**config.mk**
```make
export PLATFORM = sky130hd
export DESIGN_NAME = ssd_frame_scanner
export DESIGN_NICKNAME = d
export VERILOG_FILES = /design/src/rtl/ssd_frame_scanner.sv
export SDC_FILE = /design/constraint.sdc
export NUM_CORES = 1
export LEC_CHECK = 0
export ABC_AREA = 1
export BUFFER_PORTS_ARGS = -buffer_cell sky130_fd_sc_hd__buf_2
export CORE_ASPECT_RATIO = 0.7
export CORE_MARGIN = 1.5
export CORE_UTILIZATION = 25
export DETAILED_ROUTE_END_ITERATION = 7
export GPL_ROUTABILITY_DRIVEN = 0
export PLACE_DENSITY_LB_ADDON = 0.12
export REMOVE_ABC_BUFFERS = 1
export SLEW_MARGIN = 20
export SYNTH_ARGS = -nofsm -noshare
export SYNTH_HDL_FRONTEND = slang
export SYNTH_SLANG_ARGS = --single-unit
export TNS_END_PERCENT = 20
```
**constraint.sdc**
```tcl
create_clock -name board_clk -period 4 [get_ports board_clk]
set_clock_uncertainty 0.1 [all_clocks]
set_input_delay 0.4 -clock board_clk [delete_from_list [all_inputs] [get_ports board_clk]]
set_output_delay 0.4 -clock board_clk [all_outputs]
set_load 0.005 [all_outputs]
```
**src/rtl/ssd_frame_scanner.sv**
```systemverilog
// ssd_frame_scanner: four-digit seven-segment scanner for the Nexys-4.
// Time-multiplexes An3..An0, PWM-dims the lit anode, and double-buffers
// display updates so the visible value only changes at a frame boundary.
// Optional build macro: SSD_LZ_BLANK_EN blanks leading zero digits
// (the rightmost digit is never blanked).
//
// Update strobe: load is a single-cycle request with no back-pressure; the
// block always accepts it. digits_in/dp_in are sampled on the cycle load is
// high, and the latest request before a frame boundary is the one shown.
module ssd_frame_scanner #(
    parameter int SCAN_DIV_W = 18,
    parameter int PWM_W      = 3
) (
    input  logic             board_clk,
    input  logic             Reset,
    input  logic [15:0]      digits_in,
    input  logic [3:0]       dp_in,
    input  logic             load,
    input  logic [PWM_W-1:0] bright,
    output logic [3:0]       an,
    output logic [7:0]       cathodes,
    output logic             pending,
    output logic             frame_done
);

    // Per-digit prescaler and digit index (0 = An3 ... 3 = An0)
    logic [SCAN_DIV_W-1:0] cnt;
    logic [1:0]            idx;

    // Display values packed as {hex[15:0], dp[3:0]}
    logic [19:0]           act_val;
    logic [19:0]           pend_val;

    logic                  scan_wrap;
    logic                  boundary;
    logic [PWM_W-1:0]      pwm_phase;
    logic                  pwm_on;

    logic [3:0]            sel_nib;
    logic                  sel_dp;
    logic [3:0]            blank_mask;
    logic                  sel_blank;
    logic [6:0]            seg;
    logic [3:0]            an_next;
    logic [7:0]            cath_next;

    assign scan_wrap = &cnt;
    assign boundary  = scan_wrap && (idx == 2'd3);

    // PWM phase is the top bits of the prescaler, so each digit slot is
    // split into 2^PWM_W equal brightness steps.
    assign pwm_phase = cnt[SCAN_DIV_W-1 -: PWM_W];
    assign pwm_on    = (pwm_phase <= bright);

    // Prescaler and digit index advance
    always_ff @(posedge board_clk or posedge Reset) begin
        if (Reset) begin
            cnt <= '0;
            idx <= 2'd0;
        end else begin
            cnt <= cnt + 1'b1;
            if (scan_wrap) begin
                idx <= idx + 2'd1;
            end
        end
    end

    // Double buffer: a load outside the boundary parks in pend_val; at the
    // boundary a same-cycle load wins over the parked value so it is not lost.
    always_ff @(posedge board_clk or posedge Reset) begin
        if (Reset) begin
            act_val    <= '0;
            pend_val   <= '0;
            pending    <= 1'b0;
            frame_done <= 1'b0;
        end else begin
            frame_done <= 1'b0;
            if (boundary) begin
                if (load) begin
                    act_val    <= {digits_in, dp_in};
                    pending    <= 1'b0;
                    frame_done <= 1'b1;
                end else if (pending) begin
                    act_val    <= pend_val;
                    pending    <= 1'b0;
                    frame_done <= 1'b1;
                end
            end else if (load) begin
                pend_val <= {digits_in, dp_in};
                pending  <= 1'b1;
            end
        end
    end

    // Select the nibble and decimal point for the digit being scanned
    always_comb begin
        sel_nib = act_val[19:16];
        sel_dp  = act_val[3];
        case (idx)
            2'd0: begin sel_nib = act_val[19:16]; sel_dp = act_val[3]; end
            2'd1: begin sel_nib = act_val[15:12]; sel_dp = act_val[2]; end
            2'd2: begin sel_nib = act_val[11:8];  sel_dp = act_val[1]; end
            default: begin sel_nib = act_val[7:4]; sel_dp = act_val[0]; end
        endcase
    end

    // Leading-zero mask, left to right; the rightmost digit always shows
    always_comb begin
        blank_mask = 4'b0000;
`ifdef SSD_LZ_BLANK_EN
        blank_mask[0] = (act_val[19:16] == 4'h0);
        blank_mask[1] = blank_mask[0] && (act_val[15:12] == 4'h0);
        blank_mask[2] = blank_mask[1] && (act_val[11:8] == 4'h0);
        blank_mask[3] = 1'b0;
`endif
        sel_blank = blank_mask[idx];
    end

    // Hex to active-low abcdefg
    always_comb begin
        seg = 7'b1111111;
        case (sel_nib)
            4'h0: seg = 7'b0000001;
            4'h1: seg = 7'b1001111;
            4'h2: seg = 7'b0010010;
            4'h3: seg = 7'b0000110;
            4'h4: seg = 7'b1001100;
            4'h5: seg = 7'b0100100;
            4'h6: seg = 7'b0100000;
            4'h7: seg = 7'b0001111;
            4'h8: seg = 7'b0000000;
            4'h9: seg = 7'b0000100;
            4'hA: seg = 7'b0001000;
            4'hB: seg = 7'b1100000;
            4'hC: seg = 7'b0110001;
            4'hD: seg = 7'b1000010;
            4'hE: seg = 7'b0110000;
            default: seg = 7'b0111000;
        endcase
    end

    // Next anode/cathode pattern; cathodes ignore PWM, only the anode dims
    always_comb begin
        an_next   = pwm_on ? ~(4'b1000 >> idx) : 4'b1111;
        cath_next = {(sel_blank ? 7'b1111111 : seg), ~sel_dp};
    end

    // Registered pin drivers, one cycle behind the scan state
    always_ff @(posedge board_clk or posedge Reset) begin
        if (Reset) begin
            an       <= 4'b1111;
            cathodes <= 8'hFF;
        end else begin
            an       <= an_next;
            cathodes <= cath_next;
        end
    end

endmodule

```
==> run metrics <==
status complete, no violations; minimum clock period 2280 ps; CTS resizes 0; WHS 153 ps; IO Port Bufs 39; CTS max path bufs 2; Core Footprint 14800 um2; std cell rows 37; area leader, netlist dfrtp_1; Area contributors post-synth dfrtp_1 41%, nand2_1 22%, dfstp_2 8.3%; TritonCTS buffer count 9; Final setup viols 0; critical path peak fanout 6; Die Span Y about 110 um; Most used DFF post-synth dfrtp_1; CTS sink cnt 74; postcts setup bufs 0; clk root buf clkbuf_16; Seq/Total Area, Yosys 0.489; CP delay by family, top adder cells; R2R cell count 11; vias in the first global route between 2000 and 3000; area grow syn2layout 16.5%; vias per cell 4.25; Power, Total approximately 1.7 mW; async set-reset flop share out of synthesis 1.00; Post-Syn Instances 466; CP arrival between 2000 and 2500 ps; Hold-fix buffers, CTS 0; GRT overflow 0; antenna cells 0; share of the synthesized area in the top cell type 0.406; Req. time, crit path around 4200 ps; number of enable flip-flop cells after synthesis 0; first-pass GRT wire length 15200 um; width of the die 151 um; Hold Violations, Final 0; Setup TNS Final 0 ps; Post-Syn Area 3820 um2; Rel. slew slack 0.405; die area roughly 16000 um2; antenna viol nets, final 0; CP max-delay cell o22ai_1; htree depth 3; initial antenna violation count 0; dpl hpwl 6230 um; max-slew violation count 0; largest net degree at the start of global routing 42; # placed instances 687; Mean Syn Cell Area 8.19 um2; WS Path Type flop to flop; Leak Pwr 2.44 nW; placed inst area 4150 um2; Hold/Removal Path Class primary input to async pin; Skew-Pair Late Insertion Delay 330 ps; Nets 544; Starting Density 0.258; Detailed Route Iter0 Violations between 150 and 200; # IOs 40; max frequency 0.439 GHz; register clock-pin slew on the reported worst setup and hold paths 60 ps; global-route usage over all layers 0.123; DR pass1 iterations 4; Critical Path Most Common Cell nand2_1; cell chain of the critical path inv_1, ha_1, nand2_1, nand2_1, o22ai_1, inv_1, ha_1, nand2_1, nand2_1, nand2_1, nand2_1; Distinct cells, synth 33; DRC viols 0; max_cap viols 0; Vias roughly 3000; wire per inst 12.6 um; worst-margin pin slew 891 ps; Worst setup SP type flop; critical path depth 11; Power Density about 380 nW/um2; Worst setup EP type flop; Seq cells post-synth 74; worst vdd ir about 0.18 mV; Post-Route WL 8870 um; CP max stage delay 440 ps; top-count cell post-synth nand2_1; CTS tree yes; unrepaired setup endpoints after global routing no; design area 4450 um2; yosys warns 0; layout cell share with drive strength beyond 1 0.173; Bufs and invs on worst path 2; final cell count without fillers 703; Final period util 0.570; top cells by instance count after synthesis 219 x nand2_1, 62 x dfrtp_1, 51 x nand3_1
-- layer usage --
layer | global-route usage | wire, um | part of all wire
met5 | 0 | 0 | 0
met4 | 0.0354 | 70 | 0.0079
met3 | 0.0300 | 418 | 0.047
met2 | 0.171 | 3470 | 0.39
met1 | 0.184 | 4910 | 0.55
-- final cells by class --
cell class	instances	area [um2]
Inverter	29	109
Timing Repair Buffer	43	225
Sequential cell	74	1870
Clock inverter	5	53.8
Clock buffer	11	243
Fill cell	1611	10400
Multi-Input combinational cell	346	1710
Tap cell	195	244
-- worst paths after layout --
path / end / startpoint / slack, ps
max: cathodes[4] / idx[0] / 1720
min: pend_val[10] / Reset / 150
min reg2reg: cathodes[0] / act_val[0] / 360
max in group asynchronous: cathodes[7] / Reset / 2770
min in group board_clk: pend_val[17] / digits_in[13] / 210
max reg2reg: cathodes[4] / idx[0] / 1720
-- logic make-up (layout without fill, tap and decap cells) --
logic type               count (synthesis)  after routing  share of synthesized area
buffers and inverters                   46             88                     0.0642
adder cells (fa/ha/maj)                 15             15                     0.0491
flip-flops                              74             74                      0.489
XOR/XNOR                                16             16                     0.0367
AO/OA/AOI/OAI                           12             12                     0.0193
AND/OR/NAND/NOR                        303            303                      0.342
-- placed cells by master (no fill, tap or decap), drive strengths merged --
| master | Yosys | final |
|---|---|---|
| buf | 13 | 43 |
| xor2 | 9 | 9 |
| nand4 | 3 | 3 |
| nand3b | 1 | 1 |
| or2 | 1 | 1 |
| nand2 | 223 | 223 |
| nor3 | 2 | 2 |
| nand3 | 55 | 55 |
| o21ai | 6 | 6 |
| nor2 | 18 | 18 |
| dfrtp | 62 | 62 |
| inv | 29 | 29 |
| a22o | 1 | 1 |
| clkbuf | 4 | 11 |
| bufinv | 0 | 1 |
| dfstp | 12 | 12 |
| o22ai | 3 | 3 |
| a21oi | 2 | 2 |
| xnor2 | 7 | 7 |
| clkinv | 0 | 2 |
| clkinvlp | 0 | 2 |
| ha | 15 | 15 |
-- power breakdown --
| group | internal (mW) | total (mW) | switching (mW) |
|---|---|---|---|
| logic | 0.0301 | 0.0873 | 0.0572 |
| registers | 0.768 | 0.777 | 0.00884 |
| clock network | 0.497 | 0.807 | 0.310 |
-- metrics by stage --
stage / setup WS, ps / utilization
after floorplan: 1640 / -
after global placement: 1660 / 0.280
after detailed placement: 1670 / 0.280
after CTS: 1740 / 0.300
after global routing: 1500 / 0.300
final: 1720 / 0.300
-- state kept, by name, indices dropped and copies added, names as in the netlist --
signal,cells
pending,1
pend_val,20
act_val,20
cathodes,8
an,4
cnt,18
idx,2
frame_done,1
Note: power is estimated with default switching activity, not from simulation.
